===== config.mk =====
export PLATFORM = sky130hd
export DESIGN_NAME = regfile_sb
export DESIGN_NICKNAME = d
export VERILOG_FILES = /design/src/rtl/regfile_sb_pkg.sv /design/src/rtl/regfile_scoreboard.sv /design/src/rtl/regfile_sb.sv
export SDC_FILE = /design/constraint.sdc
export NUM_CORES = 2
export LEC_CHECK = 0
export BUFFER_PORTS_ARGS = -buffer_cell sky130_fd_sc_hd__buf_4
export CAP_MARGIN = 20
export CORE_ASPECT_RATIO = 0.75
export CORE_MARGIN = 2
export CORE_UTILIZATION = 57
export CTS_CLUSTER_SIZE = 40
export DETAILED_ROUTE_END_ITERATION = 7
export GPL_TIMING_DRIVEN = 1
export PLACE_DENSITY = 0.81
export SKIP_LAST_GASP = 1
export SYNTH_ARGS = -nofsm -noshare
export SYNTH_HDL_FRONTEND = slang
export SYNTH_SLANG_ARGS = --single-unit
export TNS_END_PERCENT = 30

===== constraint.sdc =====
create_clock -name clk -period 4 [get_ports clk]
set_input_delay 0.2 -clock clk [delete_from_list [all_inputs] [get_ports clk]]
set_output_delay 0.2 -clock clk [all_outputs]
set_load 0.05 [all_outputs]

===== src/rtl/regfile_sb_pkg.sv =====
// Shared constants for the integer register file and its ALU neighbour.
// Register count/width defaults, the x0 index, and the ALU function codes.
package regfile_sb_pkg;

    localparam int RF_XLEN = 32;
    localparam int RF_NREG = 32;
    localparam int RF_AW   = 5;
    localparam int RF_X0   = 0;

    typedef enum logic [3:0] {
        ALU_ADD  = 4'd0,
        ALU_SUB  = 4'd1,
        ALU_AND  = 4'd2,
        ALU_OR   = 4'd3,
        ALU_XOR  = 4'd4,
        ALU_SLL  = 4'd5,
        ALU_SRL  = 4'd6,
        ALU_SRA  = 4'd7,
        ALU_SLT  = 4'd8,
        ALU_SLTU = 4'd9
    } alu_op_e;

endpackage


===== src/rtl/regfile_scoreboard.sv =====
// Write-pending scoreboard: one bit per architectural register, x0 excluded.
// Issue sets, writeback clears; a set and clear of the same register resolve to set.
module regfile_scoreboard
    import regfile_sb_pkg::*;
#(
    parameter int NREG = RF_NREG,
    parameter int AW   = RF_AW
) (
    input  logic          clk,
    input  logic          rst,
    input  logic          issue_valid,
    input  logic [AW-1:0] issue_rd,
    input  logic          clr_valid,
    input  logic [AW-1:0] clr_rd,
    input  logic [AW-1:0] rs1_addr,
    input  logic [AW-1:0] rs2_addr,
    output logic          rs1_pending,
    output logic          rs2_pending,
    output logic          issue_ready
);

    localparam logic [AW-1:0] X0 = AW'(RF_X0);

    logic [NREG-1:1] pending;

    function automatic logic lookup(input logic [AW-1:0] a, input logic [NREG-1:1] p);
        return (a == X0) ? 1'b0 : p[a];
    endfunction

    always_comb begin
        rs1_pending = lookup(rs1_addr, pending);
        rs2_pending = lookup(rs2_addr, pending);
        issue_ready = !lookup(issue_rd, pending);
    end

    // Set is applied after clear so it wins on a same-register collision.
    always_ff @(posedge clk) begin
        if (rst) begin
            pending <= '0;
        end else begin
            if (clr_valid && clr_rd != X0)
                pending[clr_rd] <= 1'b0;
            if (issue_valid && issue_ready && issue_rd != X0)
                pending[issue_rd] <= 1'b1;
        end
    end

endmodule


===== src/rtl/regfile_sb.sv =====
// RV32I integer register file with write-pending scoreboard for RAW/WAW stalls.
// Define REGFILE_BYPASS_EN to forward a same-cycle writeback onto the read ports.
module regfile_sb
    import regfile_sb_pkg::*;
#(
    parameter int XLEN = RF_XLEN,
    parameter int NREG = RF_NREG,
    parameter int AW   = RF_AW
) (
    input  logic            clk,
    input  logic            rst,
    input  logic [AW-1:0]   rs1_addr,
    input  logic [AW-1:0]   rs2_addr,
    output logic [XLEN-1:0] rs1_data,
    output logic [XLEN-1:0] rs2_data,
    output logic            rs1_busy,
    output logic            rs2_busy,
    input  logic            issue_valid,
    input  logic [AW-1:0]   issue_rd,
    output logic            issue_ready,
    input  logic            wb_valid,
    input  logic [AW-1:0]   wb_rd,
    input  logic [XLEN-1:0] wb_data
);

    localparam logic [AW-1:0] X0 = AW'(RF_X0);

    logic [XLEN-1:0] regs [1:NREG-1];
    logic [XLEN-1:0] rs1_arr;
    logic [XLEN-1:0] rs2_arr;
    logic            rs1_pending;
    logic            rs2_pending;

    regfile_scoreboard #(
        .NREG (NREG),
        .AW   (AW)
    ) u_scoreboard (
        .clk         (clk),
        .rst         (rst),
        .issue_valid (issue_valid),
        .issue_rd    (issue_rd),
        .clr_valid   (wb_valid),
        .clr_rd      (wb_rd),
        .rs1_addr    (rs1_addr),
        .rs2_addr    (rs2_addr),
        .rs1_pending (rs1_pending),
        .rs2_pending (rs2_pending),
        .issue_ready (issue_ready)
    );

    always_ff @(posedge clk) begin
        if (rst) begin
            for (int i = 1; i < NREG; i++)
                regs[i] <= '0;
        end else if (wb_valid && wb_rd != X0) begin
            regs[wb_rd] <= wb_data;
        end
    end

    always_comb begin
        rs1_arr = (rs1_addr == X0) ? '0 : regs[rs1_addr];
        rs2_arr = (rs2_addr == X0) ? '0 : regs[rs2_addr];
    end

`ifdef REGFILE_BYPASS_EN
    // Writebacks arriving during reset are discarded, so they must not forward either.
    logic rs1_hit;
    logic rs2_hit;

    assign rs1_hit  = !rst && wb_valid && (wb_rd == rs1_addr) && (rs1_addr != X0);
    assign rs2_hit  = !rst && wb_valid && (wb_rd == rs2_addr) && (rs2_addr != X0);
    assign rs1_data = rs1_hit ? wb_data : rs1_arr;
    assign rs2_data = rs2_hit ? wb_data : rs2_arr;
    assign rs1_busy = rs1_pending && !rs1_hit;
    assign rs2_busy = rs2_pending && !rs2_hit;
`else
    assign rs1_data = rs1_arr;
    assign rs2_data = rs2_arr;
    assign rs1_busy = rs1_pending;
    assign rs2_busy = rs2_pending;
`endif

endmodule

==> results.yml <==
clocking:
  clkLatencyLatePin_ps: 710
  cts_sinks: 1055
  cts_tree: "done"
  post-cts-setup-buffers: 0
  clk_path_buf_depth: 3
  cts_buffers: 99
  cts_root_buf: "clkbuf_16"
  cts_max_level: 3
  path_clk_slew_ps: 60
synthesis:
  synth_cells: 3589
  synth.distinct_cells: 53
  synth_edf_count: 1024
  syn_area_per_cell_um2: 15.7
  ys_seq_area_share_pct: 55.8
  synthArstFlopShare_pct: 0
  synth-warning-count: 0
  syn-cell-area_mm2: 0.0562
  synth-main-ff-cell: "edfxtp_1"
  yosys_register_bits: 1055
placed_design:
  hpwl_um: 99600
  io_buffers: 122
  dpl.cell_count: 4783
  gp_congestion: 0.927
critical_path:
  worstPathRequired_ps: 3800
  arrival_ps: 3310
  crit_path_start_kind: "input pin"
  worstSetupPathType: "input pin to primary output"
  path_max_fanout: 43
  end_kind: "primary output"
power:
  power_density_mw_per_mm2: 417
  leakage_nw: 21.7
  peakVddDrop_mv: 0.421
global_route:
  gr-usage-all-layers_pct: 33.6
  grt_start_max_net_pins: 110
  grt.met2_usage_pct: 49.0
  overflow: 0
  grt_pass1_wl_um: 245000
  top_usage_layer: "met2"
  use_met1_pct: 47.8
  antenna_found_initial: 8
  met3_usage_pct: 10.4
  grt_pass1_vias: 35100
cells_and_area:
  mostFrequentLayoutCell: "edfxtp_1"
  finalNonFillerCells: 5009
  syn_to_final_growth_pct: 11.1
  layout_common_cells: "edfxtp_1 (1024), and2_1 (992), mux4_2 (528)"
  drive_gt1_share_pct: 26.5
  final_nets: 3671
timing:
  final-setup-viol-count: 0
  finalHoldViolCount: 0
  slew_headroom_pct: 21.1
  setup_tns_ps: 0
  finalCritPeriodShare_pct: 87.9
  worst_pin_slew_ps: 1180
  fmaxAchievable_mhz: 285
  slew_viol_final: 0
  rsz0062_at_grt: "no"
  period_needed_ps: 3510
  fin_worst_skew_ps: 6.57
floorplan:
  ioPinCount: 123
  rows: 99
  start_util_pct: 57.7
  die_area_mm2: 0.101
  die_h_um: 276
  coreArea_mm2: 0.0975
  die_w_um: 367
detailed_routing:
  drc: 0
  totalWireLength_um: 169000
  vias: 35500
  routedWlPerCell_um: 33.8
  vias_per_cell: 7.09
  ant_nets: 0
  first_pass_iters: 6
  initialDrtViolationCount: 6653
job:
  maxCapViolations: 0
run_status:
  status: "complete, no violations"
worst_hold_path:
  min_path_type: "input pin to flop"
[cell families (layout without fill, tap and decap cells)]
kind of cell    after synthesis  after routing  share of synthesized area [%]
simple gates               1108           1108                           12.1
flops                      1055           1055                           55.8
mux                         805            805                           26.1
buf+inv                     411            483                           2.96
compound gates              209            209                           3.07
other cells                   1             36                        0.00667
[cell usage after synthesis, drive strengths merged (9+ instances only)]
cell	number	area [µm²]
nand2	23	86.3
clkbuf	278	1050
o22a	64	561
o221ai	64	561
buf	106	517
o41ai	9	109
nor2	38	143
edfxtp	1024	30700
o21ai	27	135
and2	992	6210
o32ai	12	105
nand3	11	55.1
mux4	528	11900
dfxtp	31	621
o22ai	14	93.8
mux2i	273	2730
inv	26	97.6
[layout make-up]
class                   instances  area, µm²
clock buffers                 126       2660
inverters                      27        101
clock inverters                52        444
flip-flops and latches       1055      31400
repair buffers                278       2500
multi-input cells            2154      23700
diodes                          4       10.0
fillers                      6712      35000
well taps                    1313       1640
[per-layer routing]
layer / share of wire, % / routed length (µm)
met5: 0 / 0
met4: 4.3 / 7280
met3: 15 / 26100
met2: 45 / 75400
met1: 36 / 60600
[where the power goes]
part           internal, W  leakage, nW  total, W  switching [W]
clock              0.00514         1.52   0.00935        0.00421
sequential          0.0127         10.0    0.0130       0.000314
combinational      0.00148         10.2   0.00366        0.00218
[state kept, by name, indices dropped and copies added (netlist names)]
| name | cells |
|---|---|
| regs | 1024 |
| u_scoreboard.pending | 31 |
[worst paths after layout]
check                                            from                             endpoint  slack, ps  cells past startpoint
hold reg to reg   u_scoreboard.pending[27]$_SDFF_PP0_  u_scoreboard.pending[27]$_SDFF_PP0_        500                      2
setup / recovery                          rs2_addr[1]                          rs2_data[3]        490                      7
hold / removal                               wb_valid   u_scoreboard.pending[4]$_SDFF_PP0_        120                      5
setup reg to reg  u_scoreboard.pending[25]$_SDFF_PP0_  u_scoreboard.pending[10]$_SDFF_PP0_       2180                      4
[critical path, stage by stage]
cell and delay, ps:
buf_8 170, nor3_1 820, or3_2 810, buf_4 410, o22a_1 290, o221ai_1 220, buf_4 270
[repair_timing]
item	in CTS	in global routing
resized for setup	0	0
hold endpoints to repair	240	0
hold buffers	42	0
endpoints found under the setup margin	0	0
[through the flow]
step           utilization [%]  area [µm²]  total power (W)  setup slack, ps  hold slack [ps]
3_5_place_dp              60.4       58900           0.0168              771              480
2_1_floorplan                -       56300           0.0155              136              299
4_1_cts                   64.0       62400           0.0260              753             87.7
3_3_place_gp              60.4       58900           0.0167              745              472
5_1_grt                   64.1       62400           0.0267              565              138
6_report                  64.1       62500           0.0261              486              121
No activity file was read; power rests on OpenSTA's default activity.
